File: src/rtl/cnn_mem_pkg.sv
// ---------------------------------------------------------------------------
// cnn_mem_pkg
// Shared definitions for the CNN memory-side blocks:
//   rd_state_t  - traversal FSM state encoding
//   clog2_min1  - index width helper that never returns a zero-width field
// ---------------------------------------------------------------------------
package cnn_mem_pkg;

    typedef enum logic [2:0] {
        ST_IDLE,
        ST_DELAY,
        ST_READ,
        ST_DRAIN,
        ST_DONE
    } rd_state_t;

    // A dimension of 1 still needs a 1-bit index port.
    function automatic int clog2_min1(input int value);
        return ($clog2(value) < 1) ? 1 : $clog2(value);
    endfunction

endpackage

File: src/rtl/lat_pipe.sv
// ---------------------------------------------------------------------------
// lat_pipe
// DEPTH-stage shift register carrying the {valid, last} tag of each issued
// read so both emerge exactly DEPTH cycles later, aligned with memory data.
//   clk, reset           - clock, asynchronous active-high reset
//   in_valid, in_last    - read strobe and final-element tag at issue time
//   out_valid, out_last  - the same tags delayed by DEPTH cycles
// ---------------------------------------------------------------------------
module lat_pipe #(
    parameter int DEPTH = 1
) (
    input  logic clk,
    input  logic reset,
    input  logic in_valid,
    input  logic in_last,
    output logic out_valid,
    output logic out_last
);

    logic [DEPTH-1:0] valid_sr;
    logic [DEPTH-1:0] last_sr;

    // NOTE: every stage is reset because these bits are control, not data;
    // a stale 1 left in the pipe after reset would emit a phantom valid.
    always_ff @(posedge clk or posedge reset) begin
        if (reset) begin
            valid_sr <= '0;
            last_sr  <= '0;
        end else begin
            // NOTE: non-blocking assignments let every stage read its
            // neighbour's old value, which is what makes this a shift register.
            valid_sr[0] <= in_valid;
            last_sr[0]  <= in_last;
            for (int i = 1; i < DEPTH; i++) begin
                valid_sr[i] <= valid_sr[i-1];
                last_sr[i]  <= last_sr[i-1];
            end
        end
    end

    assign out_valid = valid_sr[DEPTH-1];
    assign out_last  = last_sr[DEPTH-1];

endmodule

File: src/rtl/fmap_mem_reader.sv
// ---------------------------------------------------------------------------
// fmap_mem_reader
// Walks an IMG_W x IMG_H x NUM_CH feature map once per accepted start,
// issuing one memory read per ready cycle, in channel-major (MODE 0) or
// pixel-interleaved (MODE 1) order. Addresses are linear in issue order.
//   clk, reset       - clock, asynchronous active-high reset
//   start            - begin a traversal (honoured only in IDLE / DONE)
//   ready            - downstream accepts a read this cycle
//   addr/ch/row/col  - current read address and its decomposed indices
//   rd_en            - read strobe (combinational: READ state and ready)
//   valid, last      - rd_en / final tag delayed by MEM_LAT cycles
//   busy, done       - traversal in progress / traversal complete
// ---------------------------------------------------------------------------
module fmap_mem_reader
    import cnn_mem_pkg::*;
#(
    parameter  int IMG_W     = 4,
    parameter  int IMG_H     = 4,
    parameter  int NUM_CH    = 12,
    parameter  int START_DLY = 1,
    parameter  int MEM_LAT   = 1,
    parameter  int MODE      = 0,
    localparam int AW        = clog2_min1(IMG_W * IMG_H * NUM_CH),
    localparam int CHW       = clog2_min1(NUM_CH),
    localparam int RW        = clog2_min1(IMG_H),
    localparam int CW        = clog2_min1(IMG_W)
) (
    input  logic           clk,
    input  logic           reset,
    input  logic           start,
    input  logic           ready,
    output logic [AW-1:0]  addr,
    output logic [CHW-1:0] ch,
    output logic [RW-1:0]  row,
    output logic [CW-1:0]  col,
    output logic           rd_en,
    output logic           valid,
    output logic           last,
    output logic           busy,
    output logic           done
);

    localparam logic [CHW-1:0] CH_MAX   = CHW'(NUM_CH - 1);
    localparam logic [RW-1:0]  ROW_MAX  = RW'(IMG_H - 1);
    localparam logic [CW-1:0]  COL_MAX  = CW'(IMG_W - 1);
    localparam logic [3:0]     DLY_LAST = 4'(START_DLY - 1);

    rd_state_t  state;
    logic [3:0] dly_cnt;
    logic       ch_max;
    logic       row_max;
    logic       col_max;
    logic       final_elem;

    assign ch_max     = (ch == CH_MAX);
    assign row_max    = (row == ROW_MAX);
    assign col_max    = (col == COL_MAX);
    // All three indices at max is the final element in either ordering.
    assign final_elem = ch_max & row_max & col_max;
    assign rd_en      = (state == ST_READ) && ready;

    lat_pipe #(
        .DEPTH (MEM_LAT)
    ) u_lat_pipe (
        .clk       (clk),
        .reset     (reset),
        .in_valid  (rd_en),
        .in_last   (rd_en & final_elem),
        .out_valid (valid),
        .out_last  (last)
    );

    always_ff @(posedge clk or posedge reset) begin
        if (reset) begin
            state   <= ST_IDLE;
            dly_cnt <= '0;
            addr    <= '0;
            ch      <= '0;
            row     <= '0;
            col     <= '0;
            busy    <= 1'b0;
            done    <= 1'b0;
        end else begin
            case (state)
                ST_IDLE, ST_DONE: begin
                    if (start) begin
                        dly_cnt <= '0;
                        addr    <= '0;
                        ch      <= '0;
                        row     <= '0;
                        col     <= '0;
                        busy    <= 1'b1;
                        done    <= 1'b0;
                        state   <= (START_DLY > 0) ? ST_DELAY : ST_READ;
                    end
                end

                ST_DELAY: begin
                    if (dly_cnt == DLY_LAST) begin
                        state <= ST_READ;
                    end else begin
                        dly_cnt <= dly_cnt + 4'd1;
                    end
                end

                ST_READ: begin
                    if (ready) begin
                        if (final_elem) begin
                            state <= ST_DRAIN;
                        end else begin
                            addr <= addr + AW'(1);
                            if (MODE == 0) begin
                                // col fastest, then row, then ch
                                col <= col_max ? '0 : col + CW'(1);
                                if (col_max) begin
                                    row <= row_max ? '0 : row + RW'(1);
                                    if (row_max) ch <= ch + CHW'(1);
                                end
                            end else begin
                                // ch fastest, then col, then row
                                ch <= ch_max ? '0 : ch + CHW'(1);
                                if (ch_max) begin
                                    col <= col_max ? '0 : col + CW'(1);
                                    if (col_max) row <= row + RW'(1);
                                end
                            end
                        end
                    end
                end

                ST_DRAIN: begin
                    // The final read's tag emerging from the pipe means
                    // nothing else is in flight.
                    if (last) begin
                        state <= ST_DONE;
                        busy  <= 1'b0;
                        done  <= 1'b1;
                    end
                end

                default: state <= ST_IDLE;
            endcase
        end
    end

endmodule

File: config.mk
export PLATFORM = sky130hd
export DESIGN_NAME = fmap_mem_reader
export DESIGN_NICKNAME = d
export VERILOG_FILES = /design/src/rtl/cnn_mem_pkg.sv /design/src/rtl/lat_pipe.sv /design/src/rtl/fmap_mem_reader.sv
export SDC_FILE = /design/constraint.sdc
export NUM_CORES = 1
export LEC_CHECK = 0
export ABC_CLOCK_PERIOD_IN_PS = 1500
export CORE_MARGIN = 1
export CORE_UTILIZATION = 41
export DETAILED_ROUTE_END_ITERATION = 8
export DONT_BUFFER_PORTS = 1
export GPL_ROUTABILITY_DRIVEN = 1
export PLACE_DENSITY_LB_ADDON = 0.25
export SETUP_SLACK_MARGIN = 0.3
export SLEW_MARGIN = 5
export SYNTH_ARGS = -nofsm -noshare
export SYNTH_HDL_FRONTEND = slang
export SYNTH_SLANG_ARGS = --single-unit
File: constraint.sdc
create_clock -name clk -period 1.5 [get_ports clk]
set_input_delay 0.15 -clock clk [delete_from_list [all_inputs] [get_ports clk]]
set_output_delay 0.15 -clock clk [all_outputs]
set_load 0.05 [all_outputs]
==> results.ini <==
[synth]
netlist_instances = 140
synth.cell_area_um2 = 1390
ys.flop_type = dfrtp_1
yosysTopAreaCellShare_pct = 48.6
synth.area.top_cells = dfrtp_1 (49%), ha_1 (5.4%), a21oi_1 (4.7%)
yosysTopAreaCell = dfrtp_1
synth_cell_types = 38
yosys_warnings = 0
yosys_register_bits = 27
syn_avg_cell_area_um2 = 9.92
synth-seq-area-share_pct = 48.6
ys_async_sr_fraction_pct = 100
synth-edff-count = 0
syn_nets = 150

[clock_tree]
insertion_delay_ps = 330
root_buffer = clkbuf_4
h-tree-depth = 1
cts.sinks = 27
cts_buffers = 3
cts_tree = yes
clk_pin_slew_ps = 150
cts_buffer_depth = 2

[routing]
drc = 0
firstDrtPassIters = 4
vias_per_cell = 5.43
final_antenna_net_count = 0
vias = 1237
wl_mm = 3.49
wl_per_cell_um = 15.3
drt_iter0_markers = 37

[timing]
min_period_over_period_pct = 105
hold_viol = 0
setup_viol = 15
worst_slew_pin_slew_ps = 480
max_freq_mhz = 637
max_slew_margin_pct = 68.0
setup_ws_ps = -68.7
fin_crit_ps = 1570
fin_worst_skew_ps = 1.86
hold_ws_ps = 38.4
rsz0062_at_grt = yes
drv_slew = 0

[power]
powerDensity_nw_per_um2 = 1730
power_frac_comb_pct = 56.4
seqPwrFrac_pct = 34.3
power_switching_uw = 1620
switching_share_pct = 46.6
p_int_uw = 1860
clock_power_share_pct = 9.3
power_uw = 3480
p_leak_uw = 0.000928
peakVddDrop_mv = 0.975

[outcome]
outcome = finished, violations left
violations = setup timing

[critical_path]
rrSetupSlack_ps = -70
cp_slowest_cell = dfrtp_2
crit_arrival_ps = 1800
setup.worst_path.end_class = flip-flop
worst_setup_path_start_kind = flip-flop
max_stage_delay_ps = 460
crit_family = compound AO/OA/AOI/OAI gates
path_buf_inv = 0
path_max_fanout = 8
critPathKind = reg2reg
crit_path_cell_trace = ha_4 > and4b_2 > a21oi_4 > o22ai_2 > a22o_1
cp_data_required_time_ps = 1730

[die]
start_util_pct = 44.4
ios = 25
die_w_um = 60.2
die_h_um = 60.2
die-area_um2 = 3620
coreArea_um2 = 3130
rows = 20

[global_route]
track_usage_pct = 19.7
grt_max_degree = 28
antenna_found_initial = 0
grt-ovfl-total = 0
grt_pass1_wl_mm = 5.29
grt_pass1_vias = 1206

[placement]
post_dp_cell_area_um2 = 1750
place.gp.congestion = 0.813
io_buffers = 0
place_hpwl_mm = 2.41

[layout]
final_area_um2 = 2010
synthToLayoutAreaGrowth_pct = 44.6
n_antenna_cell = 0
nNetsFinal = 195
drive_gt1_share_pct = 46.7
fill_cells = 255

[min_path]
hold_path_class = in2reg

[job]
cap_violations = 0

worst paths after layout:
check	startpoint	endpoint	depth (start not counted)
setup / recovery	row[1]$_DFFE_PP0P_	row[0]$_DFFE_PP0P_	5
hold / removal	start	dly_cnt[3]$_DFFE_PP0P_	3
setup reg to reg	row[1]$_DFFE_PP0P_	row[0]$_DFFE_PP0P_	5
hold reg to reg	dly_cnt[3]$_DFFE_PP0P_	dly_cnt[3]$_DFFE_PP0P_	2
max in group asynchronous	reset	row[1]$_DFFE_PP0P_	3
min in group asynchronous	reset	dly_cnt[1]$_DFFE_PP0P_	3
cell usage after synthesis, types with 3 or more instances:
cell type	number
dfrtp_1	27
a21oi_1	13
nand2_1	13
inv_1	8
o21ai_0	8
nor2_1	7
ha_1	6
nand3_1	6
and3_1	4
nand4_1	4
o21a_1	4
nor3b_1	3
o22ai_1	3
worst min-delay path, cell delays in order:
cell and delay [ps]:
nor2_1 20, o21ai_0 120, o21ai_1 60
cell usage in the layout (no fill, tap or decap), types with 3 or more instances in the layout:
cell type      synthesis  layout
nor2_1                 7       5
o21ai_1                0       4
a21oi_2                0       4
clkbuf_4               0       3
dlygate4sd3_1          0       3
a21oi_1               13       9
nand3_1                6       4
nand2_1               13      12
inv_1                  8       7
dfrtp_1               27      17
dfrtp_2                0      10
o21a_1                 4       4
o21ai_0                8       4
ha_4                   0       3
buf_6                  0       8
and3_1                 4       4
buf_4                  1      33
nand4_1                4       4
what timing repair did:
| action | CTS | global route |
|---|---|---|
| resized for setup | 18 | 19 |
| pin swaps | 7 | 8 |
| endpoints found under the hold margin | 28 | 1 |
| endpoints found under the setup margin | 28 | 30 |
| hold buffers | 2 | 1 |
| setup buffers | 4 | 6 |
layout make-up:
cell class | instances | area (um^2) | area share (%)
multi-input cells | 100 | 821 | 40.9
inverters | 8 | 33.8 | 1.68
clock buffers | 3 | 22.5 | 1.12
clock inverters | 1 | 5.00 | 0.249
repair buffers | 45 | 383 | 19.1
well taps | 44 | 55.1 | 2.74
flip-flops and latches | 27 | 688 | 34.3
metrics by stage:
stage | TNS [ps] | setup slack (ps) | std cells | utilization [%]
floorplan | -1150 | -110 | 140 | -
global placement | -11.5 | -9.56 | 211 | 56.0
detailed placement | -356 | -53.6 | 211 | 56.0
CTS | -595 | -60.2 | 221 | 60.4
global route | -1800 | -148 | 228 | 64.2
finish | -599 | -68.7 | 228 | 64.2
flip-flops by register name, summed over array words and instances (netlist names):
register,cells
row,2
done,1
col,2
state,3
u_lat_pipe.out_valid,1
addr,8
busy,1
ch,4
dly_cnt,4
u_lat_pipe.out_last,1
power by group through the flow:
| stage | Sequential (uW) | Combinational [uW] | Clock [uW] |
|---|---|---|---|
| finish | 1200 | 1960 | 324 |
| global route | 1220 | 2130 | 375 |
| CTS | 1190 | 1810 | 338 |
| detailed placement | 1210 | 1650 | 0 |
| global placement | 1190 | 1610 | 0 |
| floorplan | 1590 | 766 | 0 |
cell families after synthesis:
group / count (synthesis) / share of synthesized area [%]
and+or+nand+nor: 49 / 19.6
buffers and inverters: 13 / 3.96
DFF: 27 / 48.6
muxes: 3 / 2.25
AOI/OAI and AO/OA: 42 / 20.1
adders and majority gates: 6 / 5.41
per-layer routing:
layer  up-vias  global-route usage (%)  part of all wire [%]
met4         0                    7.97                  0.97
met1       603                    25.3                    44
li1        604                       -                     -
met5         -                       0                     0
met2        26                    31.9                    51
met3         4                    4.11                   4.8
Power figures use the tool's default switching activity.
